[config.mk]
export PLATFORM = sky130hd
export DESIGN_NAME = hall_sensor_generator
export DESIGN_NICKNAME = d
export VERILOG_FILES = /design/src/rtl/hall_sensor_generator.sv
export SDC_FILE = /design/constraint.sdc
export NUM_CORES = 1
export LEC_CHECK = 0
export BUFFER_PORTS_ARGS = -buffer_cell sky130_fd_sc_hd__buf_2
export CORE_MARGIN = 4
export CORE_UTILIZATION = 35
export DETAILED_ROUTE_END_ITERATION = 10
export PLACE_DENSITY_LB_ADDON = 0.15
export SETUP_SLACK_MARGIN = 0.5
export SLEW_MARGIN = 15
export SYNTH_ARGS = -nofsm -noshare
export SYNTH_HDL_FRONTEND = slang
export SYNTH_SLANG_ARGS = --single-unit
[constraint.sdc]
create_clock -name clock -period 6.2 [get_ports clock]
set_input_delay 0.62 -clock clock [delete_from_list [all_inputs] [get_ports clock]]
set_output_delay 0.62 -clock clock [all_outputs]
set_load 0.02 [all_outputs]
[src/rtl/hall_sensor_generator.sv]
// Hall sensor emulator: steps a 3-bit commutation pattern at a programmable
// rate, tracks signed step position and flags each revolution wrap.
module hall_sensor_generator #(
    parameter int unsigned MIN_PERIOD     = 4,
    parameter int unsigned DEFAULT_PERIOD = 10,
    parameter int unsigned STEPS_PER_REV  = 6
) (
    input  logic        clock,
    input  logic        reset_n,
    input  logic        enable,
    input  logic        direction,
    input  logic        period_load,
    input  logic [31:0] period,
    output logic        hall_sensor1,
    output logic        hall_sensor2,
    output logic        hall_sensor3,
    output logic        step_strobe,
    output logic        rev_pulse,
    output logic [31:0] step_count,
    output logic        period_pending,
    output logic        running
);

    localparam int unsigned PW           = 32;
    localparam int unsigned IDX_W        = 3;
    localparam int unsigned REV_W        = (STEPS_PER_REV > 1) ? $clog2(STEPS_PER_REV) : 1;
    localparam int unsigned RESET_PERIOD = (DEFAULT_PERIOD > MIN_PERIOD) ? DEFAULT_PERIOD : MIN_PERIOD;
    localparam logic [PW-1:0]    MIN_P   = PW'(MIN_PERIOD);
    localparam logic [PW-1:0]    RST_P   = PW'(RESET_PERIOD);
    localparam logic [REV_W-1:0] REV_TOP = REV_W'(STEPS_PER_REV - 1);
    localparam logic [IDX_W-1:0] IDX_TOP = IDX_W'(5);

    typedef enum logic {
        IDLE = 1'b0,
        RUN  = 1'b1
    } state_t;

    state_t           state_q, state_d;
    logic [PW-1:0]    timer_q, timer_d;
    logic [PW-1:0]    active_q, active_d;
    logic [PW-1:0]    pend_q, pend_d;
    logic             pend_flag_d;
    logic [IDX_W-1:0] idx_q, idx_d;
    logic [REV_W-1:0] rev_q, rev_d;
    logic [PW-1:0]    count_d;
    logic [2:0]       hall_d;
    logic             strobe_d;
    logic             revp_d;
    logic [PW-1:0]    load_val_c;
    logic             boundary_c;

    // Commutation table, {hall_sensor3, hall_sensor2, hall_sensor1}
    function automatic logic [2:0] hall_pattern(input logic [IDX_W-1:0] i);
        case (i)
            3'd0:    hall_pattern = 3'b001;
            3'd1:    hall_pattern = 3'b011;
            3'd2:    hall_pattern = 3'b010;
            3'd3:    hall_pattern = 3'b110;
            3'd4:    hall_pattern = 3'b100;
            3'd5:    hall_pattern = 3'b101;
            default: hall_pattern = 3'b001;
        endcase
    endfunction

    // Requested period clamped to the minimum hold time
    always_comb begin
        load_val_c = (period < MIN_P) ? MIN_P : period;
    end

    // Next-state, timer, stepping and period bookkeeping
    always_comb begin
        state_d     = state_q;
        timer_d     = timer_q;
        active_d    = active_q;
        pend_d      = pend_q;
        pend_flag_d = period_pending;
        idx_d       = idx_q;
        rev_d       = rev_q;
        count_d     = step_count;
        hall_d      = {hall_sensor3, hall_sensor2, hall_sensor1};
        strobe_d    = 1'b0;
        revp_d      = 1'b0;
        boundary_c  = (timer_q == active_q - PW'(1));

        if (period_load) begin
            pend_d      = load_val_c;
            pend_flag_d = 1'b1;
        end

        case (state_q)
            IDLE: begin
                timer_d = '0;
                if (enable) begin
                    state_d = RUN;
                end
                if (!period_load && period_pending) begin
                    active_d    = pend_q;
                    pend_flag_d = 1'b0;
                end
            end
            RUN: begin
                if (!enable) begin
                    state_d = IDLE;
                    timer_d = '0;
                end else if (boundary_c) begin
                    timer_d  = '0;
                    strobe_d = 1'b1;
                    if (direction) begin
                        idx_d   = (idx_q == IDX_TOP) ? '0 : idx_q + IDX_W'(1);
                        count_d = step_count + PW'(1);
                        if (rev_q == REV_TOP) begin
                            rev_d  = '0;
                            revp_d = 1'b1;
                        end else begin
                            rev_d = rev_q + REV_W'(1);
                        end
                    end else begin
                        idx_d   = (idx_q == '0) ? IDX_TOP : idx_q - IDX_W'(1);
                        count_d = step_count - PW'(1);
                        if (rev_q == '0) begin
                            rev_d  = REV_TOP;
                            revp_d = 1'b1;
                        end else begin
                            rev_d = rev_q - REV_W'(1);
                        end
                    end
                    hall_d = hall_pattern(idx_d);
                    // A load landing on the boundary governs the step starting now
                    if (period_load) begin
                        active_d    = load_val_c;
                        pend_flag_d = 1'b0;
                    end else if (period_pending) begin
                        active_d    = pend_q;
                        pend_flag_d = 1'b0;
                    end
                end else begin
                    timer_d = timer_q + PW'(1);
                end
            end
        endcase
    end

    // State and registered outputs
    always_ff @(posedge clock or negedge reset_n) begin
        if (!reset_n) begin
            state_q        <= IDLE;
            timer_q        <= '0;
            active_q       <= RST_P;
            pend_q         <= RST_P;
            period_pending <= 1'b0;
            idx_q          <= '0;
            rev_q          <= '0;
            step_count     <= '0;
            hall_sensor1   <= 1'b1;
            hall_sensor2   <= 1'b0;
            hall_sensor3   <= 1'b0;
            step_strobe    <= 1'b0;
            rev_pulse      <= 1'b0;
            running        <= 1'b0;
        end else begin
            state_q        <= state_d;
            timer_q        <= timer_d;
            active_q       <= active_d;
            pend_q         <= pend_d;
            period_pending <= pend_flag_d;
            idx_q          <= idx_d;
            rev_q          <= rev_d;
            step_count     <= count_d;
            hall_sensor1   <= hall_d[0];
            hall_sensor2   <= hall_d[1];
            hall_sensor3   <= hall_d[2];
            step_strobe    <= strobe_d;
            rev_pulse      <= revp_d;
            running        <= (state_d == RUN);
        end
    end

endmodule

### Yosys cells after proc, flatten, opt, wreduce, memory -nomap -nowiden

Index checks and enable logic that the tools add are counted.

| word-level totals | value |
|---|---|
| input port bits | 37 |
| flip-flop bits (word level) | 141 |
| output and inout bits | 39 |
| memory bits (writable) | 0 |
| logic and storage cells | 79 |
| bits in read-only memories | 0 |
| memories | 0 |
| bits in latches | 0 |

| operators by class | value |
|---|---|
| muxes and demuxes | 38 |
| equal/unequal tests | 12 |
| add/subtract/negate cells | 8 |
| shift-type cells | 0 |
| bitwise operators | 1 |
| $lt $le $gt $ge | 1 |
| reduce and logical (&&, ||, !) cells | 6 |
| multipliers | 0 |
| divide/modulo/power cells | 0 |

Operator list:

| kind | count |
|---|---|
| $mux 32 | 9 |
| $pmux 32 s2 | 2 |
| $add 32x1->32 const B | 2 |
| $sub 32x1->32 const B | 2 |
| $eq 32x32->1 | 1 |
| $lt 32x3->1 const B | 1 |
| $mux 3 | 9 |
| $mux 1 | 16 |
| $pmux 3 s5 | 1 |
| $eq 3x3->1 const B | 4 |
| $add 3x1->3 const B | 2 |
| $eq 3x2->1 const B | 2 |
| $logic_not 3->1 | 2 |
| $sub 3x1->3 const B | 2 |
| $ne 2x2->1 const B | 2 |
| $reduce_and 4->1 | 1 |
| $eq 3x1->1 const B | 1 |
| $ne 3x3->1 const B | 1 |
| $reduce_and 3->1 | 1 |
| $ne 2x1->1 const B | 1 |
| $pmux 1 s2 | 1 |
| $logic_and 1x1->1 | 1 |
| $logic_not 1->1 | 1 |
| $not 1->1 | 1 |

### Depth between registers and ports, before layout

Gate-level depths: netlist (run 1).

| depth | value |
|---|---|
| depth after elaboration | 8 |
| depth in mapped cells | 14 |
| mapped depth without buffers | 11 |

### Worst setup path before layout (run 1)

No wires, ideal clock.

| timing | value |
|---|---|
| kind | input -> register |
| from | in direction |
| to | reg step_count[22] |
| path slack | 2059 ps |
| arrival time | 4017 ps |
| library setup time | 124 ps |
| required time | 6076 ps |
| path buffers | 1 |
| stages on the path | 12 |
| path through | clkbuf_1 -> clkinv_1 -> fa_1 -> a211oi_1 -> o21ai_0 -> a31oi_1 -> o21ai_0 -> a31o_2 -> a21o_1 -> a31oi_1 -> xor2_1 -> o21ai_1 |

| on the way | value |
|---|---|
| word-level cells in the longest chain between the ends | 1 |

RTL lines:

| item | RTL line | text |
|---|---|---|
| from (decl) | 11 | `input logic direction,` |
| $mux 32 | 108 | `if (direction) begin` |
| to (signal assigned) | 168 | `step_count <= count_d;` |
| to (decl) | 19 | `output logic [31:0] step_count,` |

No other way between the ends.
A chain may end at the register's enable or synchronous reset.

### Final worst setup path (run 1)

| timing | value |
|---|---|
| from | reg active_q[0] |
| to | reg active_q[3] |

| on the way | value |
|---|---|
| word-level cells in the longest chain between the ends | 4 |

RTL lines:

| item | RTL line | text |
|---|---|---|
| from (decl) | 40 | `logic [PW-1:0] active_q, active_d;` |
| from (signal assigned) | 163 | `active_q <= active_d;` |
| $sub 32x1->32 | 83 | `boundary_c = (timer_q == active_q - PW'(1));` |
| $eq 32x32->1 | 83 |  |
| $ne 2x1->1 (no line) | - |  |
| $reduce_and 4->1 (no line) | - |  |

No other way between the ends.

==> out/results.tsv, run 1 <==
stage	metric	value	unit
yosys	yosys_warnings	0	
yosys	syn_area	8870	um2
yosys	synth_top_cell_by_area	dfrtp_1	
clock_network	cts_hold_buf	0	
clock_network	clk_pin_slew_worst_paths	0.06	ns
timing	clock.fmax	0.205	GHz
worst_setup_path	r2r-end	active_q[3]	
worst_setup_path	critPathLaunch	active_q[0]	
yosys	syn_area_per_cell	9.67	um2
power_and_ir_drop	vdd_drop_max	152	uV
clock_network	clock_latency	0.43	ns
timing	slew_headroom	41.2	%
power_and_ir_drop	power_density	244	nW/um2
route	vias	6763	
clock_network	cts_tree	built	
placed_design	port_buffers	75	
worst_setup_path	arrival	5.22	ns
timing	drv_slew	0	
placed_design	dpl_worst_slack	1.31	ns
yosys	yosys_register_bits	141	
timing	rsz0062_at_grt	no	
die	rows	57	
worst_setup_path	startpoint_type	register	
clock_network	postCtsSetupBuffers	0	
placed_design	place_area	9560	um2
worst_setup_path	cp_common_cell	mux2i_1	
job	drv_cap	0	
yosys	synth_edf_count	0	
worst_setup_path	cp.required	6.55	ns
route	drt_iter0_drc	319	
worst_setup_path	critical_path_class	reg -> reg	
yosys	async_flop_share	100	%
worst_setup_path	worstRegToRegCells	13	
global_routing	use_met3	3.16	%
yosys	seq_area_frac_synth	39.9	%
global_routing	grt_max_degree	78	
die	coreArea	24600	um2
worst_setup_path	r2r_setup_slack	1.33	ns
global_routing	antenna_found_initial	0	
cells_and_area	area_growth	14.1	%
clock_network	numCtsBuffers	17	
yosys	synth.top_cell.area_share	38.4	%
timing	fin_setup_tns	0	ns
worst_setup_path	reg2reg_from	active_q[0]	
global_routing	grt_pass1_vias	6735	
die	die_area	27900	um2
route	wl_per_cell	15.9	um
yosys	synthFlopType	dfrtp_1	
cells_and_area	diodes	0	
worst_setup_path	cp-endpoint	active_q[3]	
global_routing	grt_use_met1	20.5	%
global_routing	grt_pass1_wl	34700	um
worst_setup_path	critPathSlowestCell	a21oi_4	
clock_network	root_buffer	clkbuf_16	
worst_setup_path	worstPathCellList	inv_1 > ha_1 > or4b_4 > nor3_1 > mux2i_1 > mux2i_1 > o21ai_0 > nand4_1 > or4_2 > buf_4 > a21oi_4 > buf_4 > mux2i_1	
yosys	synth_fp_nets	989	
global_routing	gr-max-usage-layer	met2	
timing	fin_ws	1.33	ns
die	initial_core_util	36.0	%
die	die_h	167	um
placed_design	placed_cells	1287	
clock_network	htree_levels	4	
die	fp.dieW	167	um
placed_design	gp_congestion	0.863	
timing	setup_viol	0	
clock_network	cts_max_path_buffers	2	
route	drt-pass1-iter-count	4	
cells_and_area	fin_nets	1054	
cells_and_area	final_area	10100	um2
route	drc	0	
die	pin_count	76	
power_and_ir_drop	cellLeakagePower	0.00460	uW
route	antenna_left	0	
global_routing	grt_overflow	0	
timing	fin_skew	0.0108	ns
route	via_per_inst	5.13	
worst_setup_path	end_kind	register	
yosys	ys_types	72	
clock_network	cts-resized-gates	0	
placed_design	hpwl	15300	um
global_routing	use_met2	25.1	%
timing	hold_viol_final	0	
worst_setup_path	cp_max_fo	77	
cells_and_area	drive_above_1_share	17.2	%
timing	worst_pin_slew	0.881	ns
clock_network	numClockSinks	141	
timing	post-route-min-period	4.87	ns
route	routed_wl	21000	um
yosys	yosys-top-cells-area	dfrtp_1 38%, mux2i_1 7.8%, xnor2_1 4.8%	
yosys	synthCells	917	
min_path	min_path_type	in -> async	
timing	whs	0.224	ns
worst_setup_path	cpPeakStageDelay	0.72	ns
run_status	outcome	complete, no violations	
timing	fin_crit_sh	78.5	%
cells_and_area	final_cells	1319	
global_routing	track_usage	15.2	%
per-layer routing:
layer | vias to the layer above | wire length [um]
li1 | 3424 | -
met1 | 3239 | 10000
met2 | 78 | 10200
met3 | 22 | 636
met4 | 0 | 216
met5 | - | 0
power breakdown:
group          switching [uW]  leakage, uW  internal [uW]
clock                     428     0.000265            559
combinational             229      0.00253            169
sequential               87.4      0.00180            997
worst max-delay path: cells and delay by family, from the launching register on:
kind / cells / cell delay, ns
buffers and inverters: 3 / 0.86
multiplexers: 3 / 0.54
AND/OR/NAND/NOR: 4 / 1.76
adder cells (fa/ha/maj): 1 / 0.26
AO/OA/AOI/OAI: 2 / 0.92
flip-flops: 1 / 0.42
cells in the final DEF (no fill, tap or decap), drive strengths merged, types with 3 or more instances in the layout:
cell and count:
a211o 3, a211oi 10, a21o 17, a21oi 36, a31oi 6, and3 13, and4 4, buf 82
clkbuf 18, clkinv 4, clkinvlp 4, dfrtp 136, dfstp 5, ha 34, inv 54, mux2 38
mux2i 69, nand2 66, nand2b 8, nand3 26, nand3b 4, nand4 22, nor2 75, nor2b 4
nor3 12, nor4 16, o2111ai 3, o211ai 5, o21ai 63, o21bai 5, o311ai 6, o31ai 8
o41ai 4, or2 4, or3 5, or4 3, xnor2 49, xor2 45
state kept, by name, indices dropped and copies added, names as in the netlist, 3 cells and up:
name / count
active_q: 32
pend_q: 32
step_count: 32
timer_q: 32
idx_q: 3
rev_q: 3
cell type report:
cell class	count	area [um2]
repair buffers	82	434
flip-flops and latches	141	3540
clock buffers	18	429
well taps	324	405
clock inverters	14	135
fillers	2465	14500
multi-input cells	691	5000
inverters	49	184
cell usage after synthesis, drive strengths merged, types with 3 or more instances:
master and count:
a211oi 10, a21o 17, nand2 66, o311ai 6, buf 11, xor2 45, o31ai 8, nand4 22
mux2i 69, xnor2 49, nand3 26, o21ai 63, inv 48, nor3 12, o211ai 5, dfrtp 136
a31oi 6, or4 3, nor4 16, and4 4, nand3b 4, dfstp 5, or3 5, nand2b 8
clkbuf 25, o41ai 4, nor2b 4, and3 13, mux2 38, a211o 3, ha 34, or2 4
a21oi 36, o21bai 5, o2111ai 3, nor2 75
worst min-delay path by stage:
stage                     end
2_1_floorplan     active_q[0]
3_3_place_gp   step_count[31]
3_5_place_dp   step_count[31]
4_1_cts             pend_q[5]
5_1_grt             pend_q[4]
6_report           pend_q[14]
cell families after synthesis:
logic type                 after synthesis  share of synthesized area [%]
and+or+nand+nor                        269                           15.7
AOI/OAI and AO/OA                      186                           13.5
DFF                                    141                           39.9
muxes                                  107                           12.6
xor gates and xnor gates                94                           9.29
buffers and inverters                   85                           3.99
adders and majority gates               35                           5.02
per-stage QoR:
stage | total power (uW) | util (%)
after floorplan | 1380 | -
after global placement | 1500 | 38.8
after detailed placement | 1510 | 38.8
after CTS | 2510 | 41.1
after global routing | 2610 | 41.1
final | 2470 | 41.1
(Power assumes the default switching activity.)
==> run 2: changes to the inputs <==
Clock period 6.2 ns to 4.1 ns, I/O delays scaled along.
==> run 2 against run 1 <==
Utilization increased by 1.5 points. Fmax up 40%. Critical path type unchanged. Sequential cell count stayed put. Critical path depth shrank 1. Register-to-register slack lost 0.72 ns.
==> out/results.tsv, run 2 (synthesis gave the netlist of run 1 again) <==
stage	metric	value	unit	change
worst_setup_path	crit_cells	12		was 13
worst_setup_path	worstRegToRegCells	12		was 13
route	routed_wl	21800	um	was 21000 um
worst_setup_path	cp_common_cell	mux2i_1		unchanged
placed_design	gp_congestion	0.850		was 0.863
cells_and_area	area_growth	18.3	%	was 14.1%
power_and_ir_drop	p_sw_share	29.1	%	was 30.1%
clock_network	htree_levels	4		unchanged
route	via_per_inst	5.17		was 5.13
global_routing	antenna_found_initial	1		was 0
power_and_ir_drop	p_int	2760	uW	was 1730 uW
clock_network	cts_max_path_buffers	2		unchanged
cells_and_area	drive_above_1_share	19.9	%	was 17.2%
worst_setup_path	end_kind	register		unchanged
cells_and_area	final_cell_mix	133 x dfrtp_1, 74 x buf_2, 72 x nor2_1		was 135 x dfrtp_1, 74 x buf_2, 72 x nor2_1
timing	fin_skew	0.0124	ns	was 0.0108 ns
cells_and_area	final_cells	1342		was 1319
power_and_ir_drop	p_sw	1130	uW	was 745 uW
min_path	min_path_type	in -> async		unchanged
clock_network	cts_hold_buf	0		unchanged
power_and_ir_drop	power_density	371	nW/um2	was 244 nW/um2
die	pin_count	76		unchanged
timing	post-route-min-period	3.48	ns	was 4.87 ns
global_routing	grt_pass1_vias	6846		was 6735
run_status	outcome	complete, no violations		unchanged
worst_setup_path	cp.required	4.41	ns	was 6.55 ns
cells_and_area	fin_nets	1077		was 1054
die	coreArea	24600	um2	unchanged
worst_setup_path	critPathSlowestCell	or4_4		was a21oi_4
route	antenna_left	0		unchanged
route	routed.top_layer	met5		was met4
global_routing	grt_pass1_wl	35800	um	was 34700 um
power_and_ir_drop	combinationalPowerShare	16.8	%	was 16.1%
timing	fin_crit_sh	85.0	%	was 78.5%
route	drt-met1-wl	10600	um	was 10000 um
cells_and_area	layout_commonest_cell	dfrtp_1		unchanged
power_and_ir_drop	clockPowerShare	40.8	%	was 40.0%
placed_design	placed_cells	1296		was 1287
die	initial_core_util	36.0	%	unchanged
route	wl_per_cell	16.3	um	was 15.9 um
clock_network	numCtsBuffers	17		unchanged
die	die_area	27900	um2	unchanged
die	fp.dieW	167	um	unchanged
timing	rsz0062_at_grt	no		unchanged
cells_and_area	fillCellCount	2447		was 2465
timing	fin_setup_tns	0	ns	unchanged
power_and_ir_drop	vdd_drop_max	191	uV	was 152 uV
clock_network	clk_pin_slew_worst_paths	0.06	ns	about the same
clock_network	root_buffer	clkbuf_16		unchanged
clock_network	cts_tree	built		unchanged
worst_setup_path	critical_path_class	reg -> reg		unchanged
worst_setup_path	crit_family	simple AND/OR/NAND/NOR gates		unchanged
timing	slew_headroom	38.8	%	was 41.2%
worst_setup_path	cpPeakStageDelay	0.58	ns	was 0.72 ns
clock_network	numClockSinks	141		unchanged
route	wl_met3	549	um	was 636 um
worst_setup_path	startpoint_type	register		unchanged
timing	setup_viol	0		unchanged
route	wl_met2	10200	um	about the same
cells_and_area	diodes	0		unchanged
timing	whs	0.0579	ns	was 0.224 ns
die	die_h	167	um	unchanged
placed_design	dpl_worst_slack	0.176	ns	was 1.31 ns
global_routing	grt_overflow	0		unchanged
timing	clock.fmax	0.287	GHz	was 0.205 GHz
route	drt-pass1-iter-count	5		was 4
global_routing	grt_max_degree	93		was 78
power_and_ir_drop	cellLeakagePower	0.00478	uW	was 0.00460 uW
timing	hold_viol_final	0		unchanged
timing	drv_slew	0		unchanged
timing	worst_pin_slew	0.917	ns	was 0.881 ns
placed_design	hpwl	15700	um	was 15300 um
route	drc	0		unchanged
worst_setup_path	arrival	3.79	ns	was 5.22 ns
route	vias	6934		was 6763
worst_setup_path	worstPathCellList	inv_2 > ha_4 > or4b_4 > nor2_4 > nand4_1 > mux2i_1 > mux2i_1 > o2111ai_2 > or4_4 > a21oi_4 > buf_6 > mux2_1		was inv_1 > ha_1 > or4b_4 > nor3_1 > mux2i_1 > mux2i_1 > o21ai_0 > nand4_1 > or4_2 > buf_4 > a21oi_4 > buf_4 > mux2i_1
job	drv_cap	0		unchanged
clock_network	clock_latency	0.42	ns	was 0.43 ns
power_and_ir_drop	power.share.sequential	42.4	%	was 43.9%
worst_setup_path	cp_max_fo	7		was 77
placed_design	port_buffers	75		unchanged
timing	fin_ws	0.616	ns	was 1.33 ns
die	rows	57		unchanged
global_routing	track_usage	15.6	%	was 15.2%
route	drt_iter0_drc	352		was 319
worst_setup_path	path_buf_inv	2		was 3
## run 2: cell count changes in the layout (fill, tap and decap cells not counted), moves of 3 or more
cell / previous run / this run
buf_12: 0 / 3
buf_4: 7 / 20
buf_6: 1 / 5
clkinv_2: 1 / 5
inv_6: 6 / 2
## run 2: metrics by stage
step / total power, uW / util, % / area, um2
finish: 3890 / 42.6 / 10500
global route: 4100 / 42.6 / 10500
CTS: 3920 / 42.0 / 10300
detailed placement: 2290 / 39.2 / 9650
global placement: 2290 / 39.2 / 9650
floorplan: 2080 / - / 8870
## run 2: path summary, 6_finish.rpt
check,from,to,slack (ns)
worst max-delay path,active_q[0],active_q[2],0.62
min in group clock,enable,state_q,0.17
worst max register to register,active_q[0],active_q[2],0.62
max in group asynchronous,reset_n,hall_sensor1,3.11
worst min-delay path,reset_n,pend_q[14],0.06
worst min register to register,hall_sensor1,hall_sensor1,0.47
## run 2: timing repair
item | in CTS | in global routing
gates resized for setup | 7 | 15
pin swaps | 3 | 5
setup endpoints to repair | 75 | 62
setup buffers | 5 | 6
cloned | 1 | 2
## run 2: area by class of cell
type                            instances  area, um2  area share (%)
Multi-Input combinational cell        691       5040            48.1
Sequential cell                       141       3540            33.7
Timing Repair Buffer                  105        714            6.81
Clock buffer                           18        429            4.09
Tap cell                              324        405            3.87
Inverter                               49        185            1.77
Clock inverter                         14        169            1.61
## run 2: power by group through the flow
stage	Combinational, uW	Sequential, uW	Clock [uW]
floorplan	467	1620	0
global placement	623	1670	0
detailed placement	625	1670	0
CTS	645	1640	1630
global route	735	1670	1690
finish	654	1650	1590
## run 2: per-layer routing
metal  vias to the layer above  global-route usage, %
met5                         -                      0
met4                         2                   4.76
met3                        23                   3.32
met2                        80                   24.7
met1                      3339                   21.4
li1                       3490                      -
